[src/rtl/lap_recorder.sv]
// Lap/split capture stage: stores up to DEPTH laps in a circular buffer and
// selects live, frozen or recalled time for the display. Define LAP_OVERWRITE_EN to overwrite the oldest lap when full.
module lap_recorder #(
  parameter int DEPTH     = 8,
  parameter int FREEZE_MS = 3000
) (
  input  logic       clk,
  input  logic       rst,
  input  logic       clk_1ms,
  input  logic       lap_edge,
  input  logic       recall_edge,
  input  logic       reset_edge,
  input  logic       running,
  input  logic [5:0] minutes,
  input  logic [5:0] seconds,
  input  logic [6:0] centiseconds,
  output logic [5:0] disp_minutes,
  output logic [5:0] disp_seconds,
  output logic [6:0] disp_centiseconds,
  output logic [1:0] mode,
  output logic [4:0] lap_count,
  output logic [4:0] lap_index,
  output logic       full,
  output logic       overflow
);

  localparam int PTR_W = $clog2(DEPTH);
  localparam int TMR_W = $clog2(FREEZE_MS + 1);
  localparam logic [4:0]       DEPTH_C  = 5'(DEPTH);
  localparam logic [TMR_W-1:0] FREEZE_C = TMR_W'(FREEZE_MS);

  typedef enum logic [1:0] {
    LIVE   = 2'd0,
    FREEZE = 2'd1,
    RECALL = 2'd2
  } state_t;

  state_t             r_state;
  logic [PTR_W-1:0]   r_wrPtr;
  logic [4:0]         r_count;
  logic [4:0]         r_index;
  logic [TMR_W-1:0]   r_timer;
  logic               r_overflow;
  logic               r_full;
  logic [18:0]        r_disp;
  logic [18:0]        r_mem [DEPTH];

  state_t             w_nState;
  logic [PTR_W-1:0]   w_nWrPtr;
  logic [4:0]         w_nCount;
  logic [4:0]         w_nIndex;
  logic [TMR_W-1:0]   w_nTimer;
  logic               w_nOverflow;
  logic [18:0]        w_nDisp;
  logic               w_memWe;

  logic [18:0]        w_live;
  logic               w_isFull;
  logic               w_lapReq;
  logic               w_lapAccept;
  logic               w_lapLost;
  logic               w_recallOk;
  logic [4:0]         w_stepIdx;
  logic [4:0]         w_incCount;
  logic [PTR_W-1:0]   w_rdAddr;
  logic [TMR_W-1:0]   w_timerInc;

  assign w_live     = {minutes, seconds, centiseconds};
  assign w_isFull   = (r_count == DEPTH_C);
  assign w_lapReq   = lap_edge && running;
  assign w_lapLost  = w_lapReq && w_isFull;
  assign w_recallOk = recall_edge && !running && (r_count != 5'd0);
  assign w_incCount = w_isFull ? r_count : r_count + 5'd1;
  assign w_timerInc = r_timer + TMR_W'(1);

`ifdef LAP_OVERWRITE_EN
  assign w_lapAccept = w_lapReq;
`else
  assign w_lapAccept = w_lapReq && !w_isFull;
`endif

  // Recall enters at the newest lap, then walks toward older ones and wraps.
  assign w_stepIdx = (r_state != RECALL) ? r_count :
                     (r_index <= 5'd1)   ? r_count : r_index - 5'd1;
  assign w_rdAddr  = r_wrPtr - r_count[PTR_W-1:0] + w_stepIdx[PTR_W-1:0] - PTR_W'(1);

  always_comb begin
    w_nState    = r_state;
    w_nWrPtr    = r_wrPtr;
    w_nCount    = r_count;
    w_nIndex    = r_index;
    w_nTimer    = r_timer;
    w_nOverflow = r_overflow;
    w_nDisp     = r_disp;
    w_memWe     = 1'b0;

    if (reset_edge) begin
      w_nState    = LIVE;
      w_nWrPtr    = '0;
      w_nCount    = '0;
      w_nIndex    = '0;
      w_nTimer    = '0;
      w_nOverflow = 1'b0;
      w_nDisp     = w_live;
    end else if (w_lapAccept) begin
      w_memWe     = 1'b1;
      w_nState    = FREEZE;
      w_nWrPtr    = r_wrPtr + PTR_W'(1);
      w_nCount    = w_incCount;
      w_nIndex    = w_incCount;
      w_nTimer    = '0;
      w_nOverflow = r_overflow | w_lapLost;
      w_nDisp     = w_live;
    end else begin
      if (w_lapLost) w_nOverflow = 1'b1;
      if (w_recallOk) begin
        w_nState = RECALL;
        w_nIndex = w_stepIdx;
        w_nTimer = '0;
        w_nDisp  = r_mem[w_rdAddr];
      end else begin
        case (r_state)
          LIVE: w_nDisp = w_live;
          FREEZE: begin
            if (clk_1ms) begin
              if (w_timerInc == FREEZE_C) begin
                w_nState = LIVE;
                w_nTimer = '0;
                w_nIndex = '0;
                w_nDisp  = w_live;
              end else begin
                w_nTimer = w_timerInc;
              end
            end
          end
          RECALL: begin
            if (running) begin
              w_nState = LIVE;
              w_nIndex = '0;
              w_nDisp  = w_live;
            end
          end
          default: begin
            w_nState = LIVE;
            w_nIndex = '0;
            w_nDisp  = w_live;
          end
        endcase
      end
    end
  end

  always_ff @(posedge clk) begin
    if (rst) begin
      r_state    <= LIVE;
      r_wrPtr    <= '0;
      r_count    <= '0;
      r_index    <= '0;
      r_timer    <= '0;
      r_overflow <= 1'b0;
      r_full     <= 1'b0;
      r_disp     <= '0;
    end else begin
      r_state    <= w_nState;
      r_wrPtr    <= w_nWrPtr;
      r_count    <= w_nCount;
      r_index    <= w_nIndex;
      r_timer    <= w_nTimer;
      r_overflow <= w_nOverflow;
      r_full     <= (w_nCount == DEPTH_C);
      r_disp     <= w_nDisp;
    end
  end

  // Lap storage has no reset; contents are only read back for valid indices.
  always_ff @(posedge clk) begin
    if (!rst && w_memWe) r_mem[r_wrPtr] <= w_live;
  end

  assign disp_minutes      = r_disp[18:13];
  assign disp_seconds      = r_disp[12:7];
  assign disp_centiseconds = r_disp[6:0];
  assign mode              = r_state;
  assign lap_count         = r_count;
  assign lap_index         = r_index;
  assign full              = r_full;
  assign overflow          = r_overflow;

endmodule

[config.mk]
export PLATFORM = sky130hd
export DESIGN_NAME = lap_recorder
export DESIGN_NICKNAME = d
export VERILOG_FILES = /design/src/rtl/lap_recorder.sv
export SDC_FILE = /design/constraint.sdc
export NUM_CORES = 1
export LEC_CHECK = 0
export CELL_PAD_IN_SITES_DETAIL_PLACEMENT = 0
export CELL_PAD_IN_SITES_GLOBAL_PLACEMENT = 1
export CORE_ASPECT_RATIO = 1.2
export CORE_MARGIN = 3
export CORE_UTILIZATION = 44
export DETAILED_ROUTE_END_ITERATION = 8
export PLACE_DENSITY_LB_ADDON = 0.1
export SYNTH_ARGS = -nofsm -noshare
export SYNTH_HDL_FRONTEND = slang
export SYNTH_SLANG_ARGS = --single-unit
[constraint.sdc]
create_clock -name clk -period 3.52 [get_ports clk]
set_input_delay 0.704 -clock clk [delete_from_list [all_inputs] [get_ports clk]]
set_output_delay 0.704 -clock clk [all_outputs]
set_load 0.02 [all_outputs]
==> flow_metrics.py, run 1 <==
metrics = {
    "status": {
        "status": "finished clean",
    },
    "logic_synthesis": {
        "ys_seq_area_share_pct": 64.3,
        "ys_ff_latch": 200,
        "ys_warn_count": 0,
        "synthCells": 598,
        "syn_nets": 634,
        "syn_avg_cell_area_sq_um": 14.4,
        "synth_top_cells_by_area": "edfxtp_1 (53%), dfxtp_1 (11%), mux4_2 (8.4%)",
        "synthesis.area_sq_um": 8590,
        "yosys.area.top_type": "edfxtp_1",
        "synth-edff-count": 152,
        "synth.distinct_cells": 59,
        "synth_ff_type": "edfxtp_1",
        "synth_top_area_share_pct": 53.1,
        "async_flop_share_pct": 0,
    },
    "worst_setup_path": {
        "worstPathMaxFanout": 13,
        "end_kind": "flip-flop",
        "cp_data_arrival_time_ns": 3.66,
        "cp-start-kind": "flip-flop",
        "crit_path_cell_trace": "inv_1 -> ha_1 -> o21bai_1 -> a21oi_2 -> o21ai_1 -> fa_1 -> inv_1 -> ha_1 -> xnor3_1 -> xnor2_2 -> buf_12 -> mux4_2 -> a211oi_1 -> o2bb2ai_1",
        "critPathRequiredTime_ns": 3.83,
        "criticalPathCategory": "reg -> reg",
        "cp_slowest_cell": "fa_1",
        "ff2ff_path_depth": 14,
        "critPathMaxStageDelay_ns": 0.49,
    },
    "clocking": {
        "cts_tree": "yes",
        "clkSinkCount": 200,
        "root_buffer": "clkbuf_16",
        "cts.path.max_buffers": 2,
        "numCtsBuffers": 17,
        "insertion_delay_ns": 0.43,
        "clkTransAtPathRegs_ns": 0.07,
        "cts_htree_levels": 4,
    },
    "drt": {
        "detail-route-antenna-nets": 0,
        "dr.pass1.iters": 4,
        "via_per_inst": 5.55,
        "wl_per_cell_microns": 20.2,
        "drcViolationCount": 0,
        "drt_iter0_markers": 339,
        "routed_wl_mm": 19.0,
        "vias": 5241,
    },
    "timing": {
        "clock.fmax_mhz": 299,
        "relSlewSlack_pct": 56.2,
        "period_share_pct": 95.0,
        "hold_viol": 0,
        "worst_slew_pin_slew_ns": 0.648,
        "tns_ns": 0,
        "setup_viol": 0,
        "post-route-min-period_ns": 3.34,
        "drv_slew": 0,
        "setup_slack_ns": 0.175,
        "finClkSkew_ns": 0.0142,
    },
    "global_route": {
        "grt-ovfl-total": 0,
        "grt_pass1_vias": 5385,
        "grt_pass1_wl_mm": 30.5,
        "grt_use_total_pct": 18.6,
        "grt_max_degree": 36,
        "grt_antenna_before_repair": 0,
    },
    "floorplan": {
        "std_cell_rows": 55,
        "coreArea_sq_um": 19000,
        "ios": 59,
        "fp.dieH_microns": 159,
        "die_w_microns": 134,
        "start_util_pct": 45.2,
        "die_area_sq_um": 21200,
    },
    "power": {
        "ir_drop_v": 0.000354,
        "power.leakage_nw": 3.57,
        "totalPowerFinal_mw": 4.95,
        "power_density_nw_per_um2": 478,
    },
    "final_layout": {
        "final_nets": 711,
        "mostFrequentLayoutCells": "edfxtp_1 (152), clkdlybuf4s50_1 (58), dfxtp_1 (46), nand2_1 (40), nor2_1 (40)",
        "diodes": 0,
        "drive_above_1_share_pct": 16.9,
        "final_common_cell": "edfxtp_1",
        "instances_no_fill": 944,
        "syn_to_final_growth_pct": 20.5,
        "utilization_pct": 54.5,
    },
    "placed_design": {
        "io_buffers": 58,
        "gp_congestion": 0.773,
        "pre_cts_slack_ns": 0.0993,
        "dp.cells": 909,
        "place.detailed.hpwl_mm": 11.8,
    },
    "min_path": {
        "worstHoldPathType": "reg -> reg",
        "worstHoldPathCells": 1,
    },
    "flow_run": {
        "drv_cap": 0,
    },
}
==> metrics by stage <==
step / hold slack [ns] / cell area, sq um
after floorplan: 0.482 / 8610
after global placement: 0.449 / 9700
after detailed placement: 0.457 / 9700
after CTS: 0.474 / 10300
after global routing: 0.490 / 10300
final: 0.470 / 10300
==> layer usage <==
metal	global-route usage, %	up-vias	share of wire [%]
met5	0	-	0
met4	5.24	0	1.3
met3	3.19	18	2.5
met2	31.5	76	52
met1	25.0	2687	44
li1	-	2460	-
==> path summary, 6_finish.rpt <==
check               to          from  slack (ns)
max reg2reg  r_disp[0]  lap_index[1]        0.18
min reg2reg  r_disp[1]     r_disp[1]        0.47
max          r_disp[0]  lap_index[1]        0.18
min          r_disp[1]     r_disp[1]        0.47
==> registers in the layout, summed over array words and instances, names as in the netlist <==
register   count
r_mem        152
r_timer       12
overflow       1
r_disp        19
mode           2
lap_index      5
r_wrPtr        3
full           1
lap_count      5
==> critical path, delay by kind of cell, from the launching register on <==
| kind | cells | cell delay, ns |
|---|---|---|
| fa+ha+maj | 3 | 0.89 |
| compound gates | 5 | 0.88 |
| xor+xnor | 2 | 0.47 |
| flops | 1 | 0.37 |
| buf+inv | 3 | 0.32 |
| mux | 1 | 0.30 |
==> Yosys cell counts, drive strengths merged, types with 5 or more instances <==
master and n:
a211oi 13, a21oi 29, a22o 14, a31oi 9
buf 8, clkbuf 22, dfxtp 48, edfxtp 152
ha 8, inv 12, mux2i 31, mux4 33
nand2 40, nand2b 5, nand3 17, nor2 46
nor2b 10, nor3 14, o211ai 6, o21ai 11
o2bb2ai 5, xnor2 10
==> cell type report <==
type	count	area, sq um
fill	1589	8640
sequential	200	5530
multi-input combinational	356	2930
timing repair buffer	88	918
clock buffer	20	447
tap	256	320
clock inverter	12	158
inverter	12	45.0
==> power by group <==
group          switching (mW)  internal, mW
Clock                   0.891          1.09
Combinational           0.197         0.200
Sequential             0.0151          2.55
Total                    1.10          3.85
==> cell families after synthesis <==
family	Yosys count	synth area share (%)
DFF	200	64.3
xor gates and xnor gates	16	2.21
and+or+nand+nor	163	9.22
AOI/OAI and AO/OA	103	8.32
muxes	64	12.3
adders and majority gates	10	1.63
buffers and inverters	42	2.01
==> what timing repair did <==
item                                    in CTS  in global routing
buffers inserted                             0                  3
gates resized for setup                      0                  4
endpoints found under the hold margin        0                  0
hold buffers                                 0                  0
endpoints found under the setup margin       0                 16
Note: power is estimated with default switching activity, not from simulation.
==> run 2, diff against run 1 <==
ABC_AREA = 1   (was not set)
CORE_UTILIZATION = 42   (was 44)
CTS_CLUSTER_DIAMETER = 150   (was not set)
SLEW_MARGIN = 10   (was not set)
==> flow_metrics.py, run 2 <==
metrics = {
    "clocking": {
        "cts_tree": "yes",
        "clkTransAtPathRegs_ns": 0.07,
        "cts_post_setup_buffers_inserted": 0,
        "insertion_delay_ns": 0.43,
        "clkSinkCount": 200,
        "cts.path.max_buffers": 2,
        "numCtsBuffers": 17,
        "root_buffer": "clkbuf_16",
        "post_cts_resize_count": 0,
        "postCtsHoldBufs": 0,
        "cts_htree_levels": 4,
    },
    "logic_synthesis": {
        "yosys.area.top_type": "edfxtp_1",
        "synthesis.area_sq_um": 8880,
        "async_flop_share_pct": 0,
        "ys_seq_area_share_pct": 62.2,
        "synth_top_area_share_pct": 51.4,
        "syn_nets": 962,
        "ys_ff_latch": 200,
        "synth-edff-count": 152,
        "syn_avg_cell_area_sq_um": 9.59,
        "synth_top_cells_by_area": "edfxtp_1 (51%), dfxtp_1 (11%), nand2_1 (7.2%)",
        "ys_warn_count": 0,
        "ys_top_cells_by_count": "nand2_1 (170), edfxtp_1 (152), nor2_1 (152), inv_1 (96), o21ai_0 (87)",
        "synth_ff_type": "edfxtp_1",
        "synthCells": 926,
        "synth.distinct_cells": 30,
        "yosysMostFrequentCell": "nand2_1",
    },
    "min_path": {
        "worstHoldPathType": "reg -> reg",
    },
    "floorplan": {
        "die_w_microns": 139,
        "fp.dieH_microns": 165,
        "start_util_pct": 43.2,
        "std_cell_rows": 57,
        "ios": 59,
        "coreArea_sq_um": 20500,
        "die_area_sq_um": 22900,
    },
    "worst_setup_path": {
        "critPathMaxStageDelay_ns": 0.51,
        "cp_top_family": "adder cells",
        "criticalPathCategory": "reg -> reg",
        "cp_common_cell": "inv_1",
        "end_kind": "flip-flop",
        "cp_slowest_cell": "fa_1",
        "crit_buf_inv": 6,
        "worstPathMaxFanout": 38,
        "cp-start-kind": "flip-flop",
        "crit_path_cell_trace": "inv_1 -> ha_1 -> o21ai_1 -> nand2_1 -> inv_1 -> o21ai_0 -> fa_1 -> inv_1 -> ha_1 -> inv_1 -> buf_12 -> o21ai_0 -> o22ai_1 -> inv_1 -> nand3_1 -> nand3_1 -> nand2_1 -> nor2_1 -> nor2_1",
        "cp_data_arrival_time_ns": 3.48,
        "critPathRequiredTime_ns": 3.89,
    },
    "final_layout": {
        "top_register": "r_mem",
        "final_area_sq_um": 10400,
        "drive_above_1_share_pct": 7.31,
        "final_nets": 1022,
        "seqCellArea_sq_um": 5530,
        "top_regs": "r_mem: 152 flops, r_disp: 19 flops, r_timer: 12 flops",
        "largest_reg_flops": 152,
        "diodes": 0,
        "utilization_pct": 50.7,
        "nFillCells": 1946,
        "final_common_cell": "nand2_1",
        "syn_to_final_growth_pct": 17.3,
        "mostFrequentLayoutCells": "nand2_1 (170), edfxtp_1 (152), nor2_1 (144), inv_1 (95), o21ai_0 (87)",
        "multi_input_area_sq_um": 2780,
    },
    "flow_run": {
        "drv_cap": 0,
    },
    "global_route": {
        "grt_pass1_vias": 6369,
        "grt_pass1_wl_mm": 35.6,
        "grt-ovfl-total": 0,
        "grt_antenna_before_repair": 0,
        "grt_max_degree": 55,
        "grt_use_total_pct": 20.3,
    },
    "drt": {
        "via_per_inst": 5.12,
        "wl_per_cell_microns": 17.9,
        "drt_iter0_markers": 403,
        "routed_wl_mm": 22.6,
        "vias": 6476,
        "dr.pass1.iters": 5,
        "detail-route-antenna-nets": 0,
        "drcViolationCount": 0,
    },
    "power": {
        "power.leakage_nw": 3.88,
        "ir_drop_v": 0.000370,
        "power_density_nw_per_um2": 485,
        "totalPowerFinal_mw": 5.05,
    },
    "timing": {
        "worst_slew_pin_slew_ns": 0.643,
        "period_share_pct": 88.3,
        "rsz0062_at_grt": "no",
        "setup_viol": 0,
        "drv_slew": 0,
        "tns_ns": 0,
        "hold_viol": 0,
        "finClkSkew_ns": 0.00797,
        "post-route-min-period_ns": 3.11,
        "clock.fmax_mhz": 322,
        "relSlewSlack_pct": 56.8,
    },
    "placed_design": {
        "placement.cell_area_sq_um": 9810,
        "place.detailed.hpwl_mm": 14.3,
        "io_buffers": 58,
        "gp_congestion": 0.807,
    },
    "status": {
        "status": "finished clean",
    },
}
==> run 2: cell count changes after synthesis, sizes merged, moves of 35 or more <==
cell | before | now
o22ai | 3 | 38
nand2 | 40 | 172
inv | 12 | 97
o21ai | 11 | 90
nand3 | 17 | 66
nor2 | 46 | 154
==> run 2: final cells by class <==
class / count / share of cell area (%)
Sequential cell: 200 / 53.1
Tap cell: 265 / 3.18
Multi-Input combinational cell: 583 / 26.7
Timing Repair Buffer: 85 / 7.80
Clock buffer: 20 / 4.19
Clock inverter: 12 / 1.47
Inverter: 99 / 3.57
==> run 2: report_power, final <==
group	total (mW)	switching (mW)	internal [mW]	leakage, nW
Combinational	0.504	0.320	0.184	1.85
Sequential	2.57	0.0180	2.56	1.76
Clock	1.97	0.853	1.12	0.275
==> run 2: path summary, 6_finish.rpt <==
kind,from,end,slack (ns),cells past startpoint
worst max-delay path,lap_index[1],r_disp[4],0.41,19
worst min-delay path,overflow,overflow,0.48,2
worst max register to register,lap_index[1],r_disp[4],0.41,19
worst min register to register,overflow,overflow,0.48,2
==> run 2: stage by stage <==
| step | std cells | setup WS [ns] | hold slack (ns) |
|---|---|---|---|
| 2_1_floorplan | 926 | 0.362 | 0.458 |
| 3_3_place_gp | 1232 | 0.410 | 0.459 |
| 3_5_place_dp | 1232 | 0.337 | 0.473 |
| 4_1_cts | 1264 | 0.311 | 0.489 |
| 5_1_grt | 1264 | 0.0472 | 0.513 |
| 6_report | 1264 | 0.412 | 0.482 |
==> run 2: worst register-to-register path, cell delays in order (launching register included) <==
cell and delay (ns):
dfxtp_2 0.36, inv_1 0.06, ha_1 0.17, o21ai_1 0.13
nand2_1 0.08, inv_1 0.11, o21ai_0 0.13, fa_1 0.51
inv_1 0.04, ha_1 0.34, inv_1 0.12, buf_12 0.22
o21ai_0 0.12, o22ai_1 0.16, inv_1 0.06, nand3_1 0.08
nand3_1 0.07, nand2_1 0.13, nor2_1 0.06, nor2_1 0.11
==> run 2: cells by family after synthesis <==
kind of cell | share of synthesized area, %
AND/OR/NAND/NOR | 19.0
flip-flops | 62.2
AO/OA/AOI/OAI | 9.33
buffers and inverters | 6.72
XOR/XNOR | 1.09
adder cells (fa/ha/maj) | 1.58
==> run 2: routing by layer <==
layer  routed length, microns  GRT usage (%)  share of wire [%]
met3                      847           3.57                3.7
met4                      333           5.43                1.5
met1                     9730           25.3                 43
met2                    11700           36.8                 52
met5                        0              0                  0
